--- config.mk ---
export PLATFORM = sky130hd
export DESIGN_NAME = ctr_turn_scheduler
export DESIGN_NICKNAME = d
export VERILOG_FILES = /design/src/rtl/ctr_turn_scheduler.sv
export SDC_FILE = /design/constraint.sdc
export NUM_CORES = 1
export LEC_CHECK = 0
export ABC_AREA = 0
export CAP_MARGIN = 10
export CORE_UTILIZATION = 45
export CTS_CLUSTER_DIAMETER = 60
export DETAILED_ROUTE_END_ITERATION = 16
export HOLD_SLACK_MARGIN = 0.15
export PLACE_DENSITY = 0.84
export SETUP_SLACK_MARGIN = 0.15
export SLEW_MARGIN = 0
export SYNTH_ARGS = -nofsm -noshare
export SYNTH_HDL_FRONTEND = slang
export SYNTH_SLANG_ARGS = --single-unit
--- constraint.sdc ---
create_clock -name clock -period 2.4 [get_ports clock]
set_input_delay 0.36 -clock clock [delete_from_list [all_inputs] [get_ports clock]]
set_output_delay 0.36 -clock clock [all_outputs]
set_load 0.05 [all_outputs]
--- src/rtl/ctr_turn_scheduler.sv ---
// rtl/ctr_turn_scheduler.sv - two-player turn arbiter sharing one ctr counter
// Grants the counter per turn, loads the player's value, scores win/lose events.
module ctr_turn_scheduler #(
    parameter int COUNTER_SIZE = 4,
    parameter int TURN_CYCLES  = 16,
    parameter int WIN_SCORE    = 3,
    parameter int SCORE_W      = 4
) (
    input  logic                    clock,
    input  logic                    reset,
    input  logic [1:0]              req,
    input  logic [1:0]              p0_control,
    input  logic [1:0]              p1_control,
    input  logic [COUNTER_SIZE-1:0] p0_init_value,
    input  logic [COUNTER_SIZE-1:0] p1_init_value,
    input  logic                    ctr_winner,
    input  logic                    ctr_loser,
    output logic [1:0]              control,
    output logic [COUNTER_SIZE-1:0] initial_value,
    output logic                    INIT,
    output logic [1:0]              gnt,
    output logic [SCORE_W-1:0]      p0_score,
    output logic [SCORE_W-1:0]      p1_score,
    output logic                    game_over,
    output logic                    champion
);
    localparam int TCW = $clog2(TURN_CYCLES + 1);

    typedef enum logic [2:0] {IDLE, LOAD, RUN, SWITCH, DONE} state_t;

    state_t                  state_q, state_d;
    logic                    g_q, g_d;
    logic                    last_q, last_d;
    logic [TCW-1:0]          turn_q, turn_d;
    logic [1:0]              control_q, control_d;
    logic [COUNTER_SIZE-1:0] initial_value_q, initial_value_d;
    logic                    init_q, init_d;
    logic [1:0]              gnt_q, gnt_d;
    logic [SCORE_W-1:0]      p0_score_q, p0_score_d;
    logic [SCORE_W-1:0]      p1_score_q, p1_score_d;
    logic                    game_over_q, game_over_d;
    logic                    champion_q, champion_d;
    logic                    sel_g;
    logic                    leave;

    function automatic logic [SCORE_W-1:0] sat_inc(input logic [SCORE_W-1:0] v);
        return (&v) ? v : v + SCORE_W'(1);
    endfunction

    always_comb begin
        state_d         = state_q;
        g_d             = g_q;
        last_d          = last_q;
        turn_d          = turn_q;
        control_d       = control_q;
        initial_value_d = initial_value_q;
        init_d          = init_q;
        gnt_d           = gnt_q;
        p0_score_d      = p0_score_q;
        p1_score_d      = p1_score_q;
        game_over_d     = game_over_q;
        champion_d      = champion_q;
        leave           = 1'b0;
        // Tie goes to whoever did not play last
        sel_g           = (req == 2'b11) ? ~last_q : req[1];

        case (state_q)
            IDLE: begin
                if (req != 2'b00) begin
                    g_d             = sel_g;
                    control_d       = sel_g ? p1_control : p0_control;
                    initial_value_d = sel_g ? p1_init_value : p0_init_value;
                    init_d          = 1'b1;
                    gnt_d           = sel_g ? 2'b10 : 2'b01;
                    state_d         = LOAD;
                end
            end
            LOAD: begin
                init_d  = 1'b0;
                turn_d  = '0;
                state_d = RUN;
            end
            RUN: begin
                if (ctr_winner) begin
                    leave = 1'b1;
                    if (g_q) p1_score_d = sat_inc(p1_score_q);
                    else     p0_score_d = sat_inc(p0_score_q);
                end else if (ctr_loser) begin
                    leave = 1'b1;
                    if (g_q) p0_score_d = sat_inc(p0_score_q);
                    else     p1_score_d = sat_inc(p1_score_q);
                end else if (turn_q == TCW'(TURN_CYCLES - 1)) begin
                    leave = 1'b1;
                end
                if (leave) begin
                    gnt_d     = 2'b00;
                    control_d = 2'b00;
                    state_d   = SWITCH;
                end else begin
                    turn_d = turn_q + TCW'(1);
                end
            end
            SWITCH: begin
                last_d = g_q;
                turn_d = '0;
                if (p0_score_q == SCORE_W'(WIN_SCORE)) begin
                    game_over_d = 1'b1;
                    champion_d  = 1'b0;
                    state_d     = DONE;
                end else if (p1_score_q == SCORE_W'(WIN_SCORE)) begin
                    game_over_d = 1'b1;
                    champion_d  = 1'b1;
                    state_d     = DONE;
                end else begin
                    state_d = IDLE;
                end
            end
            DONE: begin
                state_d = DONE;
            end
            default: begin
                state_d = IDLE;
            end
        endcase
    end

    always_ff @(posedge clock) begin
        if (reset) begin
            state_q         <= IDLE;
            g_q             <= 1'b0;
            last_q          <= 1'b1;
            turn_q          <= '0;
            control_q       <= 2'b00;
            initial_value_q <= '0;
            init_q          <= 1'b0;
            gnt_q           <= 2'b00;
            p0_score_q      <= '0;
            p1_score_q      <= '0;
            game_over_q     <= 1'b0;
            champion_q      <= 1'b0;
        end else begin
            state_q         <= state_d;
            g_q             <= g_d;
            last_q          <= last_d;
            turn_q          <= turn_d;
            control_q       <= control_d;
            initial_value_q <= initial_value_d;
            init_q          <= init_d;
            gnt_q           <= gnt_d;
            p0_score_q      <= p0_score_d;
            p1_score_q      <= p1_score_d;
            game_over_q     <= game_over_d;
            champion_q      <= champion_d;
        end
    end

    assign control       = control_q;
    assign initial_value = initial_value_q;
    assign INIT          = init_q;
    assign gnt           = gnt_q;
    assign p0_score      = p0_score_q;
    assign p1_score      = p1_score_q;
    assign game_over     = game_over_q;
    assign champion      = champion_q;
endmodule

==> impl_metrics.py <==
metrics = {
    "pwr": {
        "design_power_total_mw": 1.09,
        "powerDensity_nw_per_um2": 620,
        "p_leak_nw": 0.675,
        "ir_drop_mv": 0.463,
    },
    "clock_network": {
        "cts.sinks": 29,
        "cts_buffers": 5,
        "cts_tree": "done",
        "cts_buffer_depth": 2,
        "post_cts_resized": 0,
        "clk_pin_slew_ns": 0.10,
        "cts_setup_buffers": 0,
        "hold_buffers": 0,
        "clk_root_buffer_cell": "clkbuf_4",
        "htree_levels": 2,
        "clk_latency_ns": 0.33,
    },
    "layout": {
        "final_common_cell": "clkdlybuf4s50_1",
        "stdcell_count": 213,
        "utilization_pct": 63.6,
        "fill_cells": 234,
        "drive_gt1_share_pct": 8.24,
        "layout.nets": 203,
        "diodes": 0,
        "syn_to_final_growth_pct": 33.7,
        "final_cell_mix": "clkdlybuf4s50_1 (36), dfxtp_1 (29), nor2_1 (19)",
        "final_area_um2": 1750,
    },
    "sta": {
        "holdWs_ns": 0.448,
        "tns_ns": 0,
        "finClkSkew_ns": 0.00646,
        "final.period_utilization_pct": 88.7,
        "hold_viol_final": 0,
        "slew_viol_final": 0,
        "min_period_ns": 2.13,
        "rsz0062_at_grt": "false",
        "relSlewSlack_pct": 61.3,
        "timing.final.ws_setup_ns": 0.271,
        "tightest_slew_ns": 0.575,
        "fmax_mhz": 470,
        "setup_violations": 0,
    },
    "worst_setup_path": {
        "cp_common_cell": "ha_1",
        "crit_slowest_cell": "nor3_1",
        "worstPathMaxFanout": 5,
        "endpoint_kind": "flip-flop",
        "cp-startpoint": "turn_q[0]",
        "crit_path_max_incr_delay_ns": 0.50,
        "setup.worst_path.class": "reg2reg",
        "path_cells": "ha_1 > and3_1 > ha_1 > nor3_1 > a2111o_1 > mux2i_1 > nor2_1",
        "reg2reg_from": "turn_q[0]",
        "cp.arrival_ns": 2.36,
        "worstSetupStartpointType": "flip-flop",
        "crit_required_ns": 2.63,
    },
    "placed_design": {
        "placed_area_um2": 1700,
        "dp_hpwl_mm": 2.21,
        "pre_cts_ws_ns": 0.332,
        "port_buffers": 36,
        "gp_congestion": 0.786,
        "dp.cells": 205,
    },
    "logic_synthesis": {
        "synth.avg_cell_area_um2": 9.30,
        "synth-edff-count": 0,
        "synth-seq-cells": 29,
        "ys.flop_type": "dfxtp_1",
        "seq_area_frac_synth_pct": 44.3,
        "syn-instance-count": 141,
        "yosysUniqueCellTypes": 33,
        "syn_nets": 163,
        "async_flop_share_pct": 0,
        "synth_area_um2": 1310,
        "synth_warnings": 0,
    },
    "worst_hold_path": {
        "min-delay-start": "game_over",
        "worstHoldPathType": "reg2reg",
    },
    "drt": {
        "firstDrtPassIters": 4,
        "drt_iter0_drc": 11,
        "routed_wl_mm": 2.91,
        "vias": 1162,
        "drc": 0,
        "via_per_inst": 5.46,
        "post_drt_wl_per_cell_um": 13.7,
        "ant_nets": 0,
    },
    "die": {
        "pin_count": 37,
        "dieArea_um2": 3130,
        "initial_core_util_pct": 47.5,
        "rows": 19,
        "die_y_um": 56.0,
        "die_width_um": 56.0,
        "core_um2": 2760,
    },
    "run": {
        "cap_viol_max_count": 0,
    },
    "global_routing": {
        "grt_antenna_before_repair": 0,
        "grt_usage_pct": 21.5,
        "grt_pass1_wl_mm": 5.19,
        "overflow": 0,
        "grt_pass1_vias": 1201,
        "grt_max_degree": 16,
    },
    "run_status": {
        "outcome": "completed",
    },
}
[cells in the mapped netlist, types with 3 or more instances]
| cell | instances | area, um^2 |
|---|---|---|
| ha_1 | 4 | 50.1 |
| nor2b_1 | 3 | 18.8 |
| nor3b_1 | 3 | 22.5 |
| clkbuf_1 | 3 | 11.3 |
| nor3_1 | 4 | 20.0 |
| dfxtp_1 | 29 | 581 |
| xor2_1 | 7 | 61.3 |
| mux2i_1 | 8 | 80.1 |
| a21oi_1 | 9 | 45.0 |
| nand3_1 | 7 | 35.0 |
| o21ai_0 | 5 | 25.0 |
| nand2_1 | 7 | 26.3 |
| a211oi_1 | 5 | 37.5 |
| nor2_1 | 19 | 71.3 |
[per-layer routing]
layer  part of all wire [%]  wire length [um]  global-route usage [%]  vias to the layer above
met5                      0                 0                       0                        -
li1                       -                 -                       -                      579
met3                    5.3               155                    6.05                        7
met4                    2.5                72                    11.8                        0
met2                     49              1430                    36.6                       30
met1                     43              1250                    24.0                      546
[power breakdown]
part | leakage, nW | switching [mW] | total, mW | internal [mW]
Clock | 0.0320 | 0.174 | 0.286 | 0.111
Combinational | 0.407 | 0.156 | 0.265 | 0.109
Sequential | 0.236 | 0.0261 | 0.536 | 0.510
Total | 0.675 | 0.357 | 1.09 | 0.731
[layout make-up]
class	count	area [um^2]	area share [%]
multi-input cells	104	692	39.5
flip-flops and latches	29	581	33.1
repair buffers	39	383	21.8
clock buffers	6	41.3	2.36
well taps	31	38.8	2.21
clock inverters	2	10.0	0.571
inverters	2	7.51	0.428
[kinds of logic after synthesis]
logic type	count (synthesis)	share of synthesized area, %
multiplexers	10	7.82
XOR/XNOR	8	5.34
flip-flops	29	44.3
adder cells (fa/ha/maj)	4	3.82
AO/OA/AOI/OAI	29	14.8
AND/OR/NAND/NOR	53	21.0
buffers and inverters	8	2.96
[worst paths after layout]
check,depth (start not counted),slack (ns),to
max reg2reg,7,0.27,gnt[0]
min,2,0.45,game_over
max,7,0.27,gnt[0]
min reg2reg,2,0.45,game_over
[worst max-delay path: cells and delay by family, from the launching register on]
family          cells  cell delay, ns
simple gates        3            0.74
mux                 1            0.20
compound gates      1            0.34
fa+ha+maj           2            0.39
flops               1            0.35
[registers in the layout, indices dropped and copies added, names as in the netlist, 2 cells and up]
name           count
control            2
gnt                2
initial_value      4
p0_score           4
p1_score           4
state_q            3
turn_q             5
Power figures use the tool's default switching activity.
==> variant 1, RTL diff (same settings) <==
Take the reset off `initial_value_q` and load it in a clocked block of its own.
--- a/src/rtl/ctr_turn_scheduler.sv
+++ b/src/rtl/ctr_turn_scheduler.sv
@@ -131,7 +131,6 @@
             last_q          <= 1'b1;
             turn_q          <= '0;
             control_q       <= 2'b00;
-            initial_value_q <= '0;
             init_q          <= 1'b0;
             gnt_q           <= 2'b00;
             p0_score_q      <= '0;
@@ -144,7 +143,6 @@
             last_q          <= last_d;
             turn_q          <= turn_d;
             control_q       <= control_d;
-            initial_value_q <= initial_value_d;
             init_q          <= init_d;
             gnt_q           <= gnt_d;
             p0_score_q      <= p0_score_d;
@@ -152,6 +150,10 @@
             game_over_q     <= game_over_d;
             champion_q      <= champion_d;
         end
+    end
+
+    always_ff @(posedge clock) begin
+        initial_value_q <= initial_value_d;
     end
 
     assign control       = control_q;
Function: changed (Yosys sat finds a counterexample within 4 cycles, from zero or initial values and one cycle with reset high).
==> variant 1 against the unedited design <==
- the flow now finishes with violations (design-rule violations)
- combinational power decreased by 5%
- power increased by 4.3%
- sequential cell count unchanged
- worst hold slack improved by 0.038 ns
- area after synthesis increased by 2.8%
- setup slack improved by 0.15 ns
- routed wire length decreased by 1.6%
- final area increased by 2.3%
- sequential share of layout area increased by 1.5 points
- largest cell class unchanged
==> variant 1: results (changes against the unedited design) <==
Critical path:
- The data arrival at the endpoint of the critical path is 1.61 ns (-0.75 ns).
- The highest cell delay on the worst timing path is 0.84 ns (+0.34 ns).
- On the critical path, the stage with the largest delay is an instance of sky130_fd_sc_hd__clkdlybuf4s50_1.

Yosys:
- The synthesized net count is 158 (-3.1%).
- The share of synthesized area occupied by flip-flops and latches is 46.1% (+1.8 points).
- The number of library cell types mapped by synthesis is 37 (+12%).
- The commonest cells after synthesis are sky130_fd_sc_hd__dfxtp_1, sky130_fd_sc_hd__nor2_1, sky130_fd_sc_hd__nor3_1.
- The number of synthesized flops with an enable pin is 4 (+4).
- The average size of a mapped cell is 9.91 um^2 (+6.5%).
- By area the synthesized netlist is led by sky130_fd_sc_hd__dfxtp_1, sky130_fd_sc_hd__edfxtp_1, sky130_fd_sc_hd__xor2_1.

GRT:
- The largest net degree at the start of global routing is 26 (+10).
- The number of antenna violations at the first check in global routing is 0 (unchanged).
- The global-route wire length before repair is 4.93 mm (-5.1%).
- The number of global-route vias before repair is 1185 (-1.3%).
- The global-route total usage across every layer was 20.4% (-1.1 points).

Drt:
- The number of iterations in the first detailed-routing pass is 10 (+6).
- The residual DRC count is 2 (+2).
- The number of DRC markers in iteration 0 was 26 (+15).
- The routed length per placed instance is 13.8 um (+1.3%).

Power and ir drop:
- The leakage power summed over all cells came to 0.694 nW (+2.7%).
- The largest voltage drop on the vdd net is 0.398 mV (-14%).
- The reported net switching power came to 337 uW (-5.6%).

Run status:
- The flow ran to the end, but the final reports show violations.
- The final reports fail on design-rule violations.

Finish:
- The filler cell count is 232 (-0.85%).
- The area of all placed cells without fillers is 1790 um^2 (+2.3%).
- The total number of nets in the final design is 197 (-3.0%).
- The share of post-route cells with drive strength above 1 is 11.9% (+3.7 points).
- The post-layout instance count excluding filler cells is 207 (-2.8%).

Placed design:
- The half-perimeter wire length after placement is 2.15 mm (-2.6%).
- The minimum setup slack after placement is 0.415 ns (+0.0829 ns).
- The placed standard-cell area is 1720 um^2 (+1.2%).
- The final RePlAce weighted congestion came to 0.834 (+6.2%).

STA:
- The setup clock skew after layout is 0.00808 ns (+0.00161 ns).
- The remaining max-slew budget at the tightest pin was 42.4% (-19 points).

Clock tree:
- The root cell of the clock tree is sky130_fd_sc_hd__clkbuf_4.
## variant 1: cell types whose count changed after synthesis, sizes merged, moves of 3 or more
| cell | before | now |
|---|---|---|
| dfxtp | 29 | 25 |
| nand2 | 7 | 4 |
| nor2 | 19 | 16 |
| a21oi | 9 | 6 |
| edfxtp | 0 | 4 |
| a211oi | 5 | 2 |
| nor3 | 4 | 9 |
## variant 1: power by group through the flow
stage | clock (mW) | combinational, mW | sequential, mW
2_1_floorplan | 0 | 0.102 | 0.619
3_3_place_gp | 0 | 0.246 | 0.557
3_5_place_dp | 0 | 0.251 | 0.559
4_1_cts | 0.343 | 0.253 | 0.548
5_1_grt | 0.371 | 0.268 | 0.551
6_report | 0.336 | 0.251 | 0.547
## variant 1: final timing paths
path,start,end,slack [ns],depth (start not counted)
setup / recovery,p0_score[2],p0_score[2],0.43,1
hold / removal,gnt[1],gnt[1],0.49,2
setup reg to reg,turn_q[0],gnt[0],0.56,8
hold reg to reg,gnt[1],gnt[1],0.49,2
## variant 1: kinds of logic (layout without fill, tap and decap cells)
family / after synthesis / after routing / share of synthesized area (%)
compound gates: 21 / 21 / 11.5
xor+xnor: 8 / 8 / 5.20
fa+ha+maj: 4 / 4 / 3.71
buf+inv: 10 / 50 / 3.99
flops: 29 / 29 / 46.1
mux: 10 / 10 / 7.80
simple gates: 54 / 54 / 21.7
## variant 1: metal layers
metal  up-vias  share of wire, %  global-route usage [%]
met3         5               5.2                    8.53
met2        33                50                    34.2
li1        562                 -                       -
met4         0               1.6                    9.64
met5         -                 0                       0
met1       535                43                    22.0
## variant 1: cell type report
| class | instances | area (um^2) | share of cell area (%) |
|---|---|---|---|
| clock buffer | 7 | 65.1 | 3.63 |
| clock inverter | 1 | 5.00 | 0.279 |
| inverter | 4 | 15.0 | 0.837 |
| multi-input combinational | 97 | 673 | 37.5 |
| sequential | 29 | 621 | 34.6 |
| tap | 31 | 38.8 | 2.16 |
| timing repair buffer | 38 | 375 | 20.9 |
## variant 1: metrics by stage
step / hold slack, ns / utilization [%]
final: 0.485 / 63.9
after global routing: 0.541 / 63.9
after CTS: 0.488 / 63.9
after detailed placement: 0.474 / 61.4
after global placement: 0.464 / 61.4
after floorplan: 0.479 / -
## variant 1: tightest hold or removal path: cells and delay by family (launching register included)
kind	cells	cell delay [ns]
AO/OA/AOI/OAI	1	0.06
flip-flops	1	0.32
AND/OR/NAND/NOR	1	0.07
==> variant 2, RTL diff (same flow settings) <==
Without the edit above. Set the parameter `SCORE_W` to 6 (it was 4).
--- a/src/rtl/ctr_turn_scheduler.sv
+++ b/src/rtl/ctr_turn_scheduler.sv
@@ -4,7 +4,7 @@
     parameter int COUNTER_SIZE = 4,
     parameter int TURN_CYCLES  = 16,
     parameter int WIN_SCORE    = 3,
-    parameter int SCORE_W      = 4
+    parameter int SCORE_W      = 6
 ) (
     input  logic                    clock,
     input  logic                    reset,
Ports: changed (resized p0_score and p1_score); port bits go from 37 to 41. The function was not compared with the original's and may differ.
==> variant 2 against the unedited design <==
- sequential cell count is 4 higher
- power is 13% higher
- setup slack better by 0.10 ns
- maximum frequency is 5.2% higher
- final area is 21% higher
- area after synthesis is 23% higher
- first-iteration DRC count grew to 5.4 times the old value
- routed wire length is 10% higher
- worst hold slack better by 0.023 ns
==> variant 2: results (changes against the unedited design) <==
Yosys:
- The post-synthesis mux area share came to 9.18% (+1.4 points).
- The cell count after synthesis is 177 (+26%).
- The xor and xnor area share after synthesis is 2.18% (-3.2 points).
- The number of library cell types mapped by synthesis is 43 (+30%).
- The commonest cells after synthesis are sky130_fd_sc_hd__dfxtp_1, sky130_fd_sc_hd__nor2_1, sky130_fd_sc_hd__a21oi_1.
- By area the synthesized netlist is led by sky130_fd_sc_hd__dfxtp_1, sky130_fd_sc_hd__mux2i_1, sky130_fd_sc_hd__nor2_1.
- The fraction of the mapped netlist area in compound gates is 16.2% (+1.4 points).
- The arithmetic-cell share of the synthesized area counting full adders, half adders and majority gates is 3.11% (-0.70 points).
- The synthesized net count is 199 (+22%).
- The share of synthesized area occupied by flip-flops and latches is 41.1% (-3.2 points).

Placed design:
- The half-perimeter wire length after placement is 2.41 mm (+8.9%).
- The count of input and output buffers was 40 (+11%).
- The placed standard-cell area came to 2060 um^2 (+21%).
- The final RePlAce weighted congestion is 0.853 (+8.6%).
- The number of cells after detailed placement is 260 (+27%).

GRT:
- The global-route wire length before repair is 5.42 mm (+4.5%).
- The number of global-route vias before repair was 1315 (+9.5%).
- The largest net degree at the start of global routing is 23 (+7).
- The number of antenna violations at the first check in global routing was 0 (unchanged).
- The global-route total usage across every layer was 19.8% (-1.7 points).

Finish:
- The footprint of the multi-input gates is 911 um^2 (+32%).
- The total number of nets in the final design is 243 (+20%).
- The number of antenna repair diodes is 0 (unchanged).
- The filler cell count is 282 (+21%).
- The share of post-route cells with drive strength above 1 is 10.8% (+2.6 points).

Critical path:
- The startpoint identified for the worst register-to-register timing path is turn_q[0].
- The highest cell delay on the worst timing path came to 0.85 ns (+0.35 ns).
- The worst setup slack for register-to-register paths is 0.38 ns (+0.10 ns).
- The worst reg2reg path endpoint is turn_q[1].
- The maximum fanout encountered on the critical timing path was 7 (+2).
- The data arrival at the endpoint of the critical path is 1.66 ns (-0.70 ns).
- The largest delay contributor family on the critical path is buffers and inverters.
- The master of the slowest instance on the critical path is sky130_fd_sc_hd__clkdlybuf4s50_1.

Power and ir drop:
- The leakage power summed over all cells came to 0.760 nW (+13%).
- The largest voltage drop on the vdd net is 0.401 mV (-13%).

STA:
- The setup clock skew after layout is 0.00792 ns (+0.00145 ns).
- The remaining max-slew budget at the tightest pin came to 51.7% (-9.6 points).

Drt:
- The aggregate routed wire length is 3.21 mm (+10%).
- The routed length per placed instance is 12.0 um (-12%).
- The number of DRC markers in iteration 0 came to 59 (+48).
- The detail-routed via count per cell is 5.32 (-2.5%).

Clock tree:
- The total CTS buffers came to 5 (unchanged).
- The clock tree buffer depth is 2 (unchanged).
- The count of instances resized after the clock tree is built was 0 (unchanged).
- The number of buffers inserted by post-CTS setup repair is 0 (unchanged).

Run status:
- The run finished with clean final reports.
[variant 2: stage by stage]
step / hold WS [ns] / power [mW] / setup slack, ns
floorplan: 0.472 / 0.792 / 0.612
global placement: 0.445 / 0.882 / 0.227
CTS: 0.473 / 1.24 / 0.367
finish: 0.470 / 1.22 / 0.376
detailed placement: 0.454 / 0.884 / 0.209
global route: 0.496 / 1.29 / 0.194
[variant 2: cell type report]
class	instances	share of cell area, %
multi-input combinational	136	42.8
clock inverter	1	0.235
sequential	33	31.0
clock buffer	7	3.06
inverter	2	0.353
timing repair buffer	43	19.9
tap	46	2.70
[variant 2: where the power goes]
group          internal, mW  switching (mW)
sequential            0.577          0.0256
clock                 0.170           0.184
combinational         0.115           0.154
total                 0.861           0.363
[variant 2: how the worst max path moves through the flow]
stage	from	end	cells after the start
after detailed placement	ctr_loser	p1_score[3]	5
final	p1_score[4]	p1_score[4]	1
after global placement	ctr_loser	p1_score[3]	5
after CTS	turn_q[0]	turn_q[1]	7
after global routing	turn_q[0]	gnt[1]	7
after floorplan	p1_score[0]	p1_score[3]	4
[variant 2: routing by layer]
metal | GRT usage [%] | share of wire, % | vias to the layer above
li1 | - | - | 729
met1 | 23.0 | 47 | 645
met2 | 32.7 | 46 | 42
met3 | 7.25 | 5.4 | 9
met4 | 8.57 | 1.9 | 0
met5 | 0 | 0 | -
[variant 2: logic make-up (layout without fill, tap and decap cells)]
| group | Yosys count | count (layout) |
|---|---|---|
| buffers and inverters | 8 | 53 |
| AO/OA/AOI/OAI | 37 | 37 |
| AND/OR/NAND/NOR | 77 | 77 |
| multiplexers | 14 | 14 |
| adder cells (fa/ha/maj) | 4 | 4 |
| flip-flops | 33 | 33 |
| XOR/XNOR | 4 | 4 |
